`config.mk`:
```
export PLATFORM = sky130hd
export DESIGN_NAME = tis_output_node
export DESIGN_NICKNAME = d
export VERILOG_FILES = /design/src/rtl/tis_output_node.sv
export SDC_FILE = /design/constraint.sdc
export NUM_CORES = 1
export LEC_CHECK = 0
export CAP_MARGIN = 0
export CORE_MARGIN = 4
export CORE_UTILIZATION = 53
export CTS_CLUSTER_DIAMETER = 40
export DETAILED_ROUTE_END_ITERATION = 10
export MAX_ROUTING_LAYER = met4
export PLACE_DENSITY_LB_ADDON = 0.1
export SLEW_MARGIN = 15
export SYNTH_ARGS = -nofsm -noshare
export SYNTH_HDL_FRONTEND = slang
export SYNTH_SLANG_ARGS = --single-unit
```
`constraint.sdc`:
```
create_clock -name clk -period 3.6 [get_ports clk]
set_input_delay 0.72 -clock clk [delete_from_list [all_inputs] [get_ports clk]]
set_output_delay 0.72 -clock clk [all_outputs]
set_load 0.05 [all_outputs]
```
`src/rtl/tis_output_node.sv`:
```
// -----------------------------------------------------------------------------
// tis_output_node
//
// Grid-edge sink at the bottom of a grid column. Values offered by the
// adjacent node over the grid read handshake are taken into a small FIFO and
// presented to host logic as a sign-extended valid/ready stream.
//
// Ports:
//   clk         clock
//   rst         asynchronous, active-high reset
//   in_rready   upstream holds a value for this node on in_data (level)
//   in_data     11-bit signed value offered by upstream
//   in_read     one-cycle pulse: value on in_data was taken this cycle
//   host_valid  FIFO head is available on host_data
//   host_ready  host accepts host_data this cycle
//   host_data   FIFO head, sign-extended to HOST_W (zero while empty)
//   fifo_level  current FIFO occupancy
//   out_count   number of completed host transfers, wraps at 16 bits
// -----------------------------------------------------------------------------
module tis_output_node #(
    parameter int DEPTH  = 4,   // power of two, 2..16
    parameter int HOST_W = 16   // >= 11
) (
    input  logic                     clk,
    input  logic                     rst,
    input  logic                     in_rready,
    input  logic [10:0]              in_data,
    output logic                     in_read,
    output logic                     host_valid,
    input  logic                     host_ready,
    output logic [HOST_W-1:0]        host_data,
    output logic [$clog2(DEPTH):0]   fifo_level,
    output logic [15:0]              out_count
);

    localparam int PTR_W = $clog2(DEPTH);
    localparam int LVL_W = PTR_W + 1;
    localparam logic [LVL_W-1:0] FULL_LVL = LVL_W'(DEPTH);

    typedef enum logic {
        S_IDLE,
        S_COOL
    } state_t;

    state_t            r_state;
    logic              r_in_read;
    logic [PTR_W-1:0]  r_wp;
    logic [PTR_W-1:0]  r_rp;
    logic [LVL_W-1:0]  r_lvl;
    logic [15:0]       r_out_count;
    logic [10:0]       r_mem [DEPTH];

    logic              w_push;
    logic              w_pop;
    logic              w_not_empty;
    logic [10:0]       w_head;

    // A take is only decided in IDLE; the COOL cycle masks the in_rready
    // that upstream is still holding while it reacts to in_read. Fullness is
    // judged on the current level only, so a pop does not free a slot for a
    // push in the same cycle.
    assign w_not_empty = (r_lvl != '0);
    assign w_push      = (r_state == S_IDLE) && in_rready && (r_lvl != FULL_LVL);
    assign w_pop       = w_not_empty && host_ready;

    // Intake FSM, pointers, occupancy and transfer counter
    always_ff @(posedge clk or posedge rst) begin
        if (rst) begin
            r_state     <= S_IDLE;
            r_in_read   <= 1'b0;
            r_wp        <= '0;
            r_rp        <= '0;
            r_lvl       <= '0;
            r_out_count <= '0;
        end else begin
            case (r_state)
                S_IDLE: begin
                    if (w_push) begin
                        r_in_read <= 1'b1;
                        r_wp      <= r_wp + 1'b1;
                        r_state   <= S_COOL;
                    end else begin
                        r_in_read <= 1'b0;
                    end
                end
                S_COOL: begin
                    r_in_read <= 1'b0;
                    r_state   <= S_IDLE;
                end
                default: begin
                    r_in_read <= 1'b0;
                    r_state   <= S_IDLE;
                end
            endcase

            if (w_pop) begin
                r_rp        <= r_rp + 1'b1;
                r_out_count <= r_out_count + 16'd1;
            end

            case ({w_push, w_pop})
                2'b10:   r_lvl <= r_lvl + 1'b1;
                2'b01:   r_lvl <= r_lvl - 1'b1;
                default: r_lvl <= r_lvl;
            endcase
        end
    end

    // Storage has no reset: buffered values are discarded by clearing the
    // level and pointers, not the array itself.
    always_ff @(posedge clk) begin
        if (w_push) begin
            r_mem[r_wp] <= in_data;
        end
    end

    assign w_head = r_mem[r_rp];

    // host_data is forced to zero while empty so stale array contents never
    // leak out, including straight after reset.
    assign host_data  = w_not_empty ? HOST_W'($signed(w_head)) : '0;
    assign host_valid = w_not_empty;
    assign in_read    = r_in_read;
    assign fifo_level = r_lvl;
    assign out_count  = r_out_count;

endmodule

```
==> results.sh <==
export IMPL_status="finished, final reports clean"
export IMPL_rsz0062_at_grt="no"
export IMPL_ys_warn_count=0
export IMPL_rr_startpoint="fifo_level[0]"
export IMPL_coreArea_mm2=0.00517
export IMPL_clk_insertion_delay_late_ns=0.33
export IMPL_die_y_um=81.7
export IMPL_startpoint_type="register"
export IMPL_min_delay_start="out_count[15]"
export IMPL_timing_final_crit_share_pct=90.2
export IMPL_switching_share_pct=42.8
export IMPL_syn_area_mm2=0.00288
export IMPL_end_kind="primary output"
export IMPL_ctsLongestPathBuffers=2
export IMPL_cp_arrival_ns=2.53
export IMPL_cts_max_level=3
export IMPL_met1_usage_pct=21.0
export IMPL_r2r_cells=9
export IMPL_switching_power_w=0.00144
export IMPL_cts_root_buf="clkbuf_8"
export IMPL_tightest_slew_ns=0.904
export IMPL_fmax_ghz=0.308
export IMPL_p_comb_share_pct=48.8
export IMPL_clk_pin_slew_ns=0.07
export IMPL_r2r_end="fifo_level[2]"
export IMPL_worstSetupStartpoint="r_rp[0]"
export IMPL_setup_viol=0
export IMPL_relSlewSlack_pct=39.6
export IMPL_grtUsageTotal_pct=16.6
export IMPL_drv_slew=0
export IMPL_ys_seq_area_share_pct=66.7
export IMPL_final_hold_viol_count=0
export IMPL_grt_antenna_before_repair=0
export IMPL_fin_nets=249
export IMPL_p_clk_share_pct=17.0
export IMPL_layout_commonest_cell="clkdlybuf4s50_1"
export IMPL_drt_total_wl_um=4800
export IMPL_worst_ep_required_time_ns=2.88
export IMPL_synthDistinctLibCells=29
export IMPL_area_delta_synth_final_pct=24.7
export IMPL_place_gp_congestion=0.791
export IMPL_drive_above_1_share_pct=14.2
export IMPL_rows=26
export IMPL_die_area_mm2=0.00668
export IMPL_drc_errors=0
export IMPL_fp_dieW_um=81.7
export IMPL_wire_per_inst_um=15.9
export IMPL_diodes=0
export IMPL_post_cts_resized=0
export IMPL_clock_sinks=68
export IMPL_dr_pass1_iters=4
export IMPL_seqPwrFrac_pct=34.2
export IMPL_worstSetupPathType="reg2out"
export IMPL_vdd_drop_max_mv=0.642
export IMPL_grt_max_degree=25
export IMPL_numCtsBuffers=9
export IMPL_dp_cells=286
export IMPL_reg2reg_slack_ns=1.48
export IMPL_ctsHoldBuffers=0
export IMPL_p_int_w=0.00193
export IMPL_hp_class="reg2reg"
export IMPL_tns_ns=0
export IMPL_synth_nets=196
export IMPL_min_period_ns=3.25
export IMPL_skew_ns=0.00861
export IMPL_cts_tree="yes"
export IMPL_stdcell_count=302
export IMPL_cts_setup_buffers=0
export IMPL_grt_pass1_wl_um=7800
export IMPL_met2_usage_pct=25.7
export IMPL_powerDensity_mw_per_mm2=940
export IMPL_crit_path_max_fanout=8
export IMPL_port_buffers=51
export IMPL_busiest_layer="met2"
export IMPL_hold_end="out_count[15]"
export IMPL_layout_common_cells="clkdlybuf4s50_1, edfxtp_1, dfrtp_1"
export IMPL_vias=1554
export IMPL_grt_ovfl_total=0
export IMPL_synth_cells=174
export IMPL_p_leak_nw=1.33
export IMPL_grt_pass1_vias=1601
export IMPL_io_pins=52
export IMPL_via_per_inst=5.15
export IMPL_met3_usage_pct=4.06
export IMPL_cap_violations=0
export IMPL_initial_core_util_pct=55.7
export IMPL_postSynthAreaPerCell_um2=16.6
export IMPL_drtAntennaViolNets=0
export IMPL_synth_ff_latch_count=68
export IMPL_drt_initial_drc_count=98
export IMPL_min_path_cells=1
export IMPL_hpwl_um=3380
-- cell type report --
type,instances,area (µm²)
flip-flops and latches,68,1920
fillers,342,1580
multi-input cells,87,848
repair buffers,52,518
clock buffers,10,128
well taps,70,87.6
clock inverters,6,55.1
inverters,9,33.8
-- power by group through the flow --
stage          Sequential, W  Combinational (W)  Clock [W]
2_1_floorplan        0.00130            0.00108          0
3_5_place_dp         0.00117            0.00167          0
4_1_cts              0.00116            0.00167   0.000585
6_report             0.00115            0.00165   0.000574
3_3_place_gp         0.00116            0.00165          0
5_1_grt              0.00117            0.00175   0.000625
-- state kept, by name, indices dropped and copies added, names as in the netlist --
signal      cells
in_read         1
r_mem          44
r_rp            2
fifo_level      3
out_count      16
r_wp            2
-- per-stage QoR --
step / setup slack [ns] / instance area (µm²) / util, % / hold slack (ns) / total power [W]
detailed placement: 0.650 / 3410 / 65.9 / 0.465 / 0.00284
global route: 0.199 / 3590 / 69.4 / 0.500 / 0.00355
floorplan: 0.913 / 2880 / - / 0.580 / 0.00238
global placement: 0.663 / 3410 / 65.9 / 0.460 / 0.00280
CTS: 0.288 / 3590 / 69.4 / 0.479 / 0.00341
finish: 0.352 / 3590 / 69.4 / 0.472 / 0.00338
-- kinds of logic after synthesis --
family,count (synthesis),share of synthesized area (%)
flip-flops,68,66.7
AND/OR/NAND/NOR,43,9.43
XOR/XNOR,21,6.39
buffers and inverters,19,3.82
multiplexers,13,9.34
adder cells (fa/ha/maj),7,3.30
AO/OA/AOI/OAI,3,0.999
-- Yosys cell counts, drive strengths merged --
cell type  number  area share, %
a311oi          1           0.52
and2           15            3.3
and3            2           0.61
and4            1           0.30
buf             9            2.5
clkbuf          1           0.13
dfrtp          24             21
edfxtp         44             46
fa              1           0.70
ha              6            2.6
inv             9            1.2
mux2            1           0.39
mux2i           1           0.35
mux4           11            8.6
nand2           7           0.91
nand3           7            1.7
nand4           5            1.3
nor2            3           0.39
nor3            2           0.70
o21ai           1           0.17
o31a            1           0.30
or3             1           0.22
xnor2          15            4.6
xor2            6            1.8
-- worst max path at each step --
stage,end,slack (ns)
5_1_grt,host_data[4],0.20
3_3_place_gp,host_data[4],0.66
6_report,host_data[7],0.35
3_5_place_dp,host_data[7],0.65
4_1_cts,host_data[7],0.29
2_1_floorplan,host_data[1],0.91
-- worst max-delay path: stages, from the launching register on --
cell	delay, ns
dfrtp_1	0.54
buf_4	0.27
mux4_2	0.51
and2_1	0.17
clkdlybuf4s50_1	0.70
-- metal layers --
metal / part of all wire, % / wire length (µm) / vias up
met4: 1.5 / 71 / 0
met2: 48 / 2320 / 52
met5: 0 / 0 / -
met1: 45 / 2160 / 766
li1: - / - / 728
met3: 5.3 / 256 / 8
(Power assumes the default switching activity.)
